[config.mk]
export PLATFORM = sky130hd
export DESIGN_NAME = demux_frame_sequencer
export DESIGN_NICKNAME = d
export VERILOG_FILES = /design/src/rtl/demux_seq_pkg.sv /design/src/rtl/seq_bit_counter.sv /design/src/rtl/demux_frame_sequencer.sv
export SDC_FILE = /design/constraint.sdc
export NUM_CORES = 1
export LEC_CHECK = 0
export ABC_AREA = 1
export BUFFER_PORTS_ARGS = -buffer_cell sky130_fd_sc_hd__buf_2
export CORE_AREA = 5 5 44 46
export CTS_BUF_LIST = sky130_fd_sc_hd__clkbuf_16
export DETAILED_ROUTE_END_ITERATION = 6
export DIE_AREA = 0 0 49 51
export PLACE_DENSITY = 0.72
export SKIP_CTS_REPAIR_TIMING = 1
export SLEW_MARGIN = 10
export SYNTH_ARGS = -nofsm -noshare
export SYNTH_HDL_FRONTEND = slang
export SYNTH_SLANG_ARGS = --single-unit
[constraint.sdc]
create_clock -name clk -period 3.1 [get_ports clk]
set_input_delay 0.62 -clock clk [delete_from_list [all_inputs] [get_ports clk]]
set_output_delay 0.62 -clock clk [all_outputs]
set_load 0.01 [all_outputs]
[src/rtl/demux_seq_pkg.sv]
// Shared types for the serial-frame demux sequencer.
// Build option: DEMUX_SEQ_PARITY_EN adds a trailing even-parity beat.
package demux_seq_pkg;

    typedef enum logic [1:0] {
        IDLE   = 2'd0,
        ADDR   = 2'd1,
        DATA   = 2'd2,
        PARITY = 2'd3
    } state_e;

    // Counter must reach the longer of the address and payload phases.
    function automatic int cnt_w(input int payload_len, input int sel_w);
        int n;
        n = (payload_len > sel_w) ? payload_len : sel_w;
        return $clog2(n + 1);
    endfunction

endpackage

[src/rtl/seq_bit_counter.sv]
// Beat counter: clear, increment, and terminal-count compare.
module seq_bit_counter #(
    parameter int W = 4
) (
    input  logic         clk,
    input  logic         rst_n,
    input  logic         clr_i,
    input  logic         inc_i,
    input  logic [W-1:0] last_i,
    output logic         tc_o
);

    logic [W-1:0] cnt_q, cnt_d;

    always_comb begin
        cnt_d = cnt_q;
        if (clr_i) begin
            cnt_d = '0;
        end else if (inc_i) begin
            cnt_d = cnt_q + W'(1);
        end
    end

    always_ff @(posedge clk or negedge rst_n) begin
        if (!rst_n) begin
            cnt_q <= '0;
        end else begin
            cnt_q <= cnt_d;
        end
    end

    assign tc_o = (cnt_q == last_i);

endmodule

[src/rtl/demux_frame_sequencer.sv]
// Serial frame (start, address, payload) to 1xN demux select/data driver.
// Build option: DEMUX_SEQ_PARITY_EN enables the parity beat and frame_err.
module demux_frame_sequencer
    import demux_seq_pkg::*;
#(
    parameter int SEL_W       = 2,
    parameter int PAYLOAD_LEN = 8
) (
    input  logic             clk,
    input  logic             rst_n,
    input  logic             rx_bit,
    input  logic             rx_valid,
    output logic [SEL_W-1:0] sel,
    output logic             din,
    output logic             din_valid,
    output logic             busy,
    output logic             frame_done,
    output logic             frame_err
);

    localparam int CW = cnt_w(PAYLOAD_LEN, SEL_W);

    state_e           state_q, state_d;
    logic [SEL_W-1:0] addr_q, addr_d;
    logic [SEL_W-1:0] sel_q, sel_d;
    logic             din_q, din_d;
    logic             dv_q, dv_d;
    logic             busy_q, busy_d;
    logic             done_q, done_d;
    logic             cnt_clr, cnt_inc, cnt_tc;
    logic [CW-1:0]    cnt_last;
`ifdef DEMUX_SEQ_PARITY_EN
    logic             err_q, err_d;
    logic             par_q, par_d;
`endif

    assign cnt_last = (state_q == ADDR) ? CW'(SEL_W - 1)
                                        : CW'(PAYLOAD_LEN - 1);

    seq_bit_counter #(.W(CW)) u_cnt (
        .clk    (clk),
        .rst_n  (rst_n),
        .clr_i  (cnt_clr),
        .inc_i  (cnt_inc),
        .last_i (cnt_last),
        .tc_o   (cnt_tc)
    );

    always_comb begin
        state_d = state_q;
        addr_d  = addr_q;
        sel_d   = sel_q;
        din_d   = 1'b0;
        dv_d    = 1'b0;
        busy_d  = busy_q;
        done_d  = 1'b0;
        cnt_clr = 1'b0;
        cnt_inc = 1'b0;
`ifdef DEMUX_SEQ_PARITY_EN
        err_d   = 1'b0;
        par_d   = par_q;
`endif
        if (rx_valid) begin
            unique case (state_q)
                IDLE: begin
                    if (rx_bit) begin
                        state_d = ADDR;
                        busy_d  = 1'b1;
                        cnt_clr = 1'b1;
`ifdef DEMUX_SEQ_PARITY_EN
                        par_d   = 1'b0;
`endif
                    end
                end
                ADDR: begin
                    // Shadow register keeps sel stable until the address is whole.
                    addr_d = SEL_W'({addr_q, rx_bit});
`ifdef DEMUX_SEQ_PARITY_EN
                    par_d  = par_q ^ rx_bit;
`endif
                    if (cnt_tc) begin
                        sel_d   = addr_d;
                        state_d = DATA;
                        cnt_clr = 1'b1;
                    end else begin
                        cnt_inc = 1'b1;
                    end
                end
                DATA: begin
                    din_d = rx_bit;
                    dv_d  = 1'b1;
`ifdef DEMUX_SEQ_PARITY_EN
                    par_d = par_q ^ rx_bit;
`endif
                    if (cnt_tc) begin
                        cnt_clr = 1'b1;
`ifdef DEMUX_SEQ_PARITY_EN
                        state_d = PARITY;
`else
                        state_d = IDLE;
                        busy_d  = 1'b0;
                        done_d  = 1'b1;
`endif
                    end else begin
                        cnt_inc = 1'b1;
                    end
                end
`ifdef DEMUX_SEQ_PARITY_EN
                PARITY: begin
                    state_d = IDLE;
                    busy_d  = 1'b0;
                    if (par_q ^ rx_bit) begin
                        err_d = 1'b1;
                    end else begin
                        done_d = 1'b1;
                    end
                end
`endif
                default: begin
                    state_d = IDLE;
                    busy_d  = 1'b0;
                end
            endcase
        end
    end

    always_ff @(posedge clk or negedge rst_n) begin
        if (!rst_n) begin
            state_q <= IDLE;
            addr_q  <= '0;
            sel_q   <= '0;
            din_q   <= 1'b0;
            dv_q    <= 1'b0;
            busy_q  <= 1'b0;
            done_q  <= 1'b0;
        end else begin
            state_q <= state_d;
            addr_q  <= addr_d;
            sel_q   <= sel_d;
            din_q   <= din_d;
            dv_q    <= dv_d;
            busy_q  <= busy_d;
            done_q  <= done_d;
        end
    end

`ifdef DEMUX_SEQ_PARITY_EN
    always_ff @(posedge clk or negedge rst_n) begin
        if (!rst_n) begin
            err_q <= 1'b0;
            par_q <= 1'b0;
        end else begin
            err_q <= err_d;
            par_q <= par_d;
        end
    end

    assign frame_err = err_q;
`else
    assign frame_err = 1'b0;
`endif

    assign sel        = sel_q;
    assign din        = din_q;
    assign din_valid  = dv_q;
    assign busy       = busy_q;
    assign frame_done = done_q;

endmodule

* Word level (Yosys, flattened, before mapping) *
Index checks and enable logic that the tools add are counted.

storage, ports and cells
  bits in registers = 13
  bits of input ports = 4

cells by class
  equality and inequality tests = 6
  muxes and demuxes = 23
  add/sub/neg operators = 1
  reductions and logical operators = 7
  bitwise operators = 1

operators with widths
  operator               count
  $mux W1                14
  $mux W4                2
  $reduce_and A4 Y1      2
  $mux W2                3
  $ne A2 B2 Y1 const B   3
  $pmux W2 S3            1
  $add A4 B1 Y4 const B  1
  $eq A4 B3 Y1           1
  $mux W3                1
  $pmux W1 S3            1
  $reduce_and A3 Y1      1
  $eq A2 B1 Y1 const B   1
  $eq A2 B2 Y1 const B   1
  $logic_not A2 Y1       1
  $pmux W1 S2            1
  $reduce_and A2 Y1      1
  $reduce_bool A2 Y1     1
  $reduce_or A2 Y1       1
  $not A1 Y1             1

* Depth between registers and ports, before layout *
  word-level depth = 8
  depth in mapped cells = 10

* Cells and area by module *
Synthesis repeated with hierarchy kept, for this count alone.

unflattened totals
  cells, all modules = 90
  area, all modules = 750.7 µm²

modules (own cells, without submodules)
  module                 instances  area an instance (µm²)  seq. area each (µm²)  cells each
  demux_frame_sequencer  1          503.0                   225.2                 59
  seq_bit_counter        1          247.7                   100.1                 31

* Least setup slack after synthesis *
OpenSTA, ideal clock, no wires.

  kind = reg2reg
  start point = reg state_q[1]
  end point = reg sel_q[0], in the netlist sel[0]
  cell stages (with the launch flop) = 10
  data required time = 2,981 ps
  setup slack = 1,686 ps
  arrival time = 1,295 ps
  library setup time = 119 ps
  path through = dfrtp_1 -> inv_1 -> ha_1 -> inv_2 -> nand2_2 -> nand3_2 -> buf_6 -> nor2_8 -> nand2_1 -> o21a_1

between the ends
  word-level cells in the longest chain between the ends = 4

ends and longest elaborated chain
  what                           line                                                      text
  start: declaration             demux_frame_sequencer.sv:23                               state_e state_q, state_d;
  start signal: assignment       demux_frame_sequencer.sv:137                              state_q <= state_d;
  $eq A2 B1 Y1 *                 demux_frame_sequencer.sv:37, demux_frame_sequencer.sv:64
  $mux W3                        demux_frame_sequencer.sv:37                               assign cnt_last = (state_q == ADDR) ? CW'(SEL_W - 1)
  $eq A4 B3 Y1                   seq_bit_counter.sv:32                                     assign tc_o = (cnt_q == last_i);
  $reduce_and A3 Y1 (no line) *  n/a
  end signal: assignment         demux_frame_sequencer.sv:139                              sel_q <= sel_d;
  end: declaration               demux_frame_sequencer.sv:25                               logic [SEL_W-1:0] sel_q, sel_d;

Mark *: on every way between the ends. The rest lies on a longest branch, timed or not.
A chain may end at the register's enable or synchronous reset.

* Worst setup path in the final report *
  start point = reg state_q[1]
  end point = reg state_q[1]

between the ends
  word-level cells in the longest chain between the ends = 5

ends and longest elaborated chain
  what                         line
  $eq A2 B1 Y1                 demux_frame_sequencer.sv:37, demux_frame_sequencer.sv:64
  $mux W3                      demux_frame_sequencer.sv:37
  $eq A4 B3 Y1                 seq_bit_counter.sv:32
  $ne A2 B2 Y1 (no line)       n/a
  $reduce_and A4 Y1 (no line)  n/a

Several ways; a longest one is shown, not always the timed one.

==> flow_summary.toml <==
[outcome]
status = "finished, final reports clean"

[clock_network]
cts_tree = "done"
cts_root_buffer = "clkbuf_16"
cts-htree-levels = 1
cts_buffers = 3
cts_sinks = 13
clkLatencyLatePin_ns = 0.24
cts_buffer_depth = 2
clkTransAtPathRegs_ns = 0.05

[placed_design]
dp.cells = 114
port-buffer-count = 9
gp_routability_congestion = 0.8844
pre_cts_ws_ns = 1.295
hpwlAfterDp_microns = 1083

[power]
power_frac_seq_pct = 32.4
power.internal_w = 0.0005282
power_switching_w = 0.0003555
p_leak_nw = 0.5169
ir_drop_mv = 0.6210
p_per_area_nw_per_um2 = 1005
swShare_pct = 40.22
clockPowerShare_pct = 26.6
p_comb_share_pct = 41.0

[sta]
max_clock_freq_ghz = 0.5394
period_needed_ns = 1.854
rsz0062_at_grt = "no"
hold_viol = 0
skew_ns = 0.003741
setup_viol = 0
fin_tns_setup_ns = 0
finalCritPeriodShare_pct = 59.80
setup_ws_ns = 1.246
slew_viol_final = 0

[layout]
fill_cells = 130
fin_cells = 118
drive_above_1_share_pct = 19.61
diodes = 0
nNetsFinal = 113
fin_util_pct = 59.78
area_delta_synth_final_pct = 16.58
final_cell_mix = "28 x nand2_1, 13 x dfrtp_1, 12 x inv_1, 9 x buf_2, 7 x nor2_1"
final_common_cell = "nand2_1"

[grt]
grt_usage_pct = 13.97
grt_pass1_wl_microns = 2691
antenna_found_initial = 0
grt_max_degree = 14
overflow = 0
grt_pass1_vias = 618

[synth]
syn_nets = 101
yosys_register_bits = 13
netlist_instances = 91
syn_area_sq_um = 754.5
ys_top_cells_by_area = "dfrtp_1 43%, nand2_1 14%, ha_1 10%"
netlist.area_leader.share_pct = 43.12
seq_area_frac_synth_pct = 43.12
avgSynthCellArea_sq_um = 8.291
yosys_warnings = 0
ys_types = 20
synth.largest_area_cell = "dfrtp_1"

[job]
cap_violations = 0

[routing]
ant_nets = 0
via_count = 595
dr.pass1.iters = 4
drt-wirelength-per-cell_microns = 13.06
viasPerCell = 5.042
drc = 0
drt_iter0_drc = 10
wl_microns = 1541

[floorplanning]
pin_count = 11
coreArea_sq_um = 1471
die_w_microns = 49
fp-row-count = 14
die_h_microns = 51
die_area_sq_um = 2499
start_util_pct = 51.28

[hold_path]
worstHoldPathType = "input pin to asynchronous set/reset pin"

[critical_path]
crit_type = "register to register"
cp-start-kind = "register"
r2r_cells = 9
cp.arrival_ns = 1.98
endpoint_kind = "register"
crit_required_ns = 3.23
crit_fanout = 12
power by group through the flow:
stage | clock (W) | sequential [W] | combinational [W]
2_1_floorplan | 0 | 0.000288 | 0.000271
3_5_place_dp | 0 | 0.000286 | 0.000352
4_1_cts | 0.000238 | 0.000284 | 0.000365
5_1_grt | 0.000253 | 0.000293 | 0.000413
6_report | 0.000235 | 0.000286 | 0.000363
3_3_place_gp | 0 | 0.000284 | 0.000339
flip-flops by register name, indices dropped and copies added (netlist names):
signal and count:
din_valid 1, u_cnt.cnt_q 4, busy 1, frame_done 1, din 1, addr_q 1, sel 2, state_q 2
layout make-up:
cell class	instances	area, sq um	share of cell area [%]
clock buffer	3	75.07	8.535
timing repair buffer	9	45.04	5.121
tap	16	20.02	2.276
inverter	12	45.04	5.121
sequential	13	325.3	36.98
clock inverter	1	3.754	0.4267
multi-input combinational	64	365.4	41.54
critical path, stage by stage, from the launching register on:
cell and delay [ns]:
dfrtp_1 0.41, inv_1 0.12, ha_1 0.26, inv_2 0.08, nand2_2 0.10, nand3_2 0.29, o21ai_0 0.25, nand2_1 0.12
nand2_1 0.07, nand2_1 0.05
metal layers:
metal	up-vias	GRT usage [%]	wire [microns]
li1	305	-	-
met1	274	15.82	657
met2	12	24.78	806
met3	4	4.070	58
met4	0	5.381	20
met5	-	0	0
Yosys cell counts (all sizes together):
master	number
nand2	30
buf	2
dfrtp	13
a21oi	1
nand3	8
inv	12
o21a	1
o21ai	4
nand4	4
ha	6
conb	1
nor2	9
kinds of logic (layout without fill, tap and decap cells):
| logic type | after synthesis | count (layout) | synth area share, % |
|---|---|---|---|
| and+or+nand+nor | 51 | 51 | 33.17 |
| buffers and inverters | 14 | 25 | 8.458 |
| adders and majority gates | 6 | 6 | 9.950 |
| DFF | 13 | 13 | 43.12 |
| other | 1 | 1 | 0.4970 |
| AOI/OAI and AO/OA | 6 | 6 | 4.809 |
path summary, 6_finish.rpt:
kind	startpoint	to	slack (ns)
max in group asynchronous	rst_n	state_q[0]	2.61
hold / removal	rst_n	din_valid	0.26
hold reg to reg	busy	busy	0.48
setup reg to reg	state_q[1]	state_q[1]	1.25
setup / recovery	state_q[1]	state_q[1]	1.25
min in group clk	busy	busy	0.48
through the flow:
stage                     instance area [sq um]  hold slack, ns  total power, W
final                                     879.6          0.2614       0.0008837
after global routing                      879.6          0.2865       0.0009587
after CTS                                 879.6          0.2747       0.0008877
after detailed placement                  800.8          0.4703       0.0006385
after global placement                    800.8          0.4575       0.0006227
after floorplan                           754.5          0.3244       0.0005586
Power figures use the tool's default switching activity.
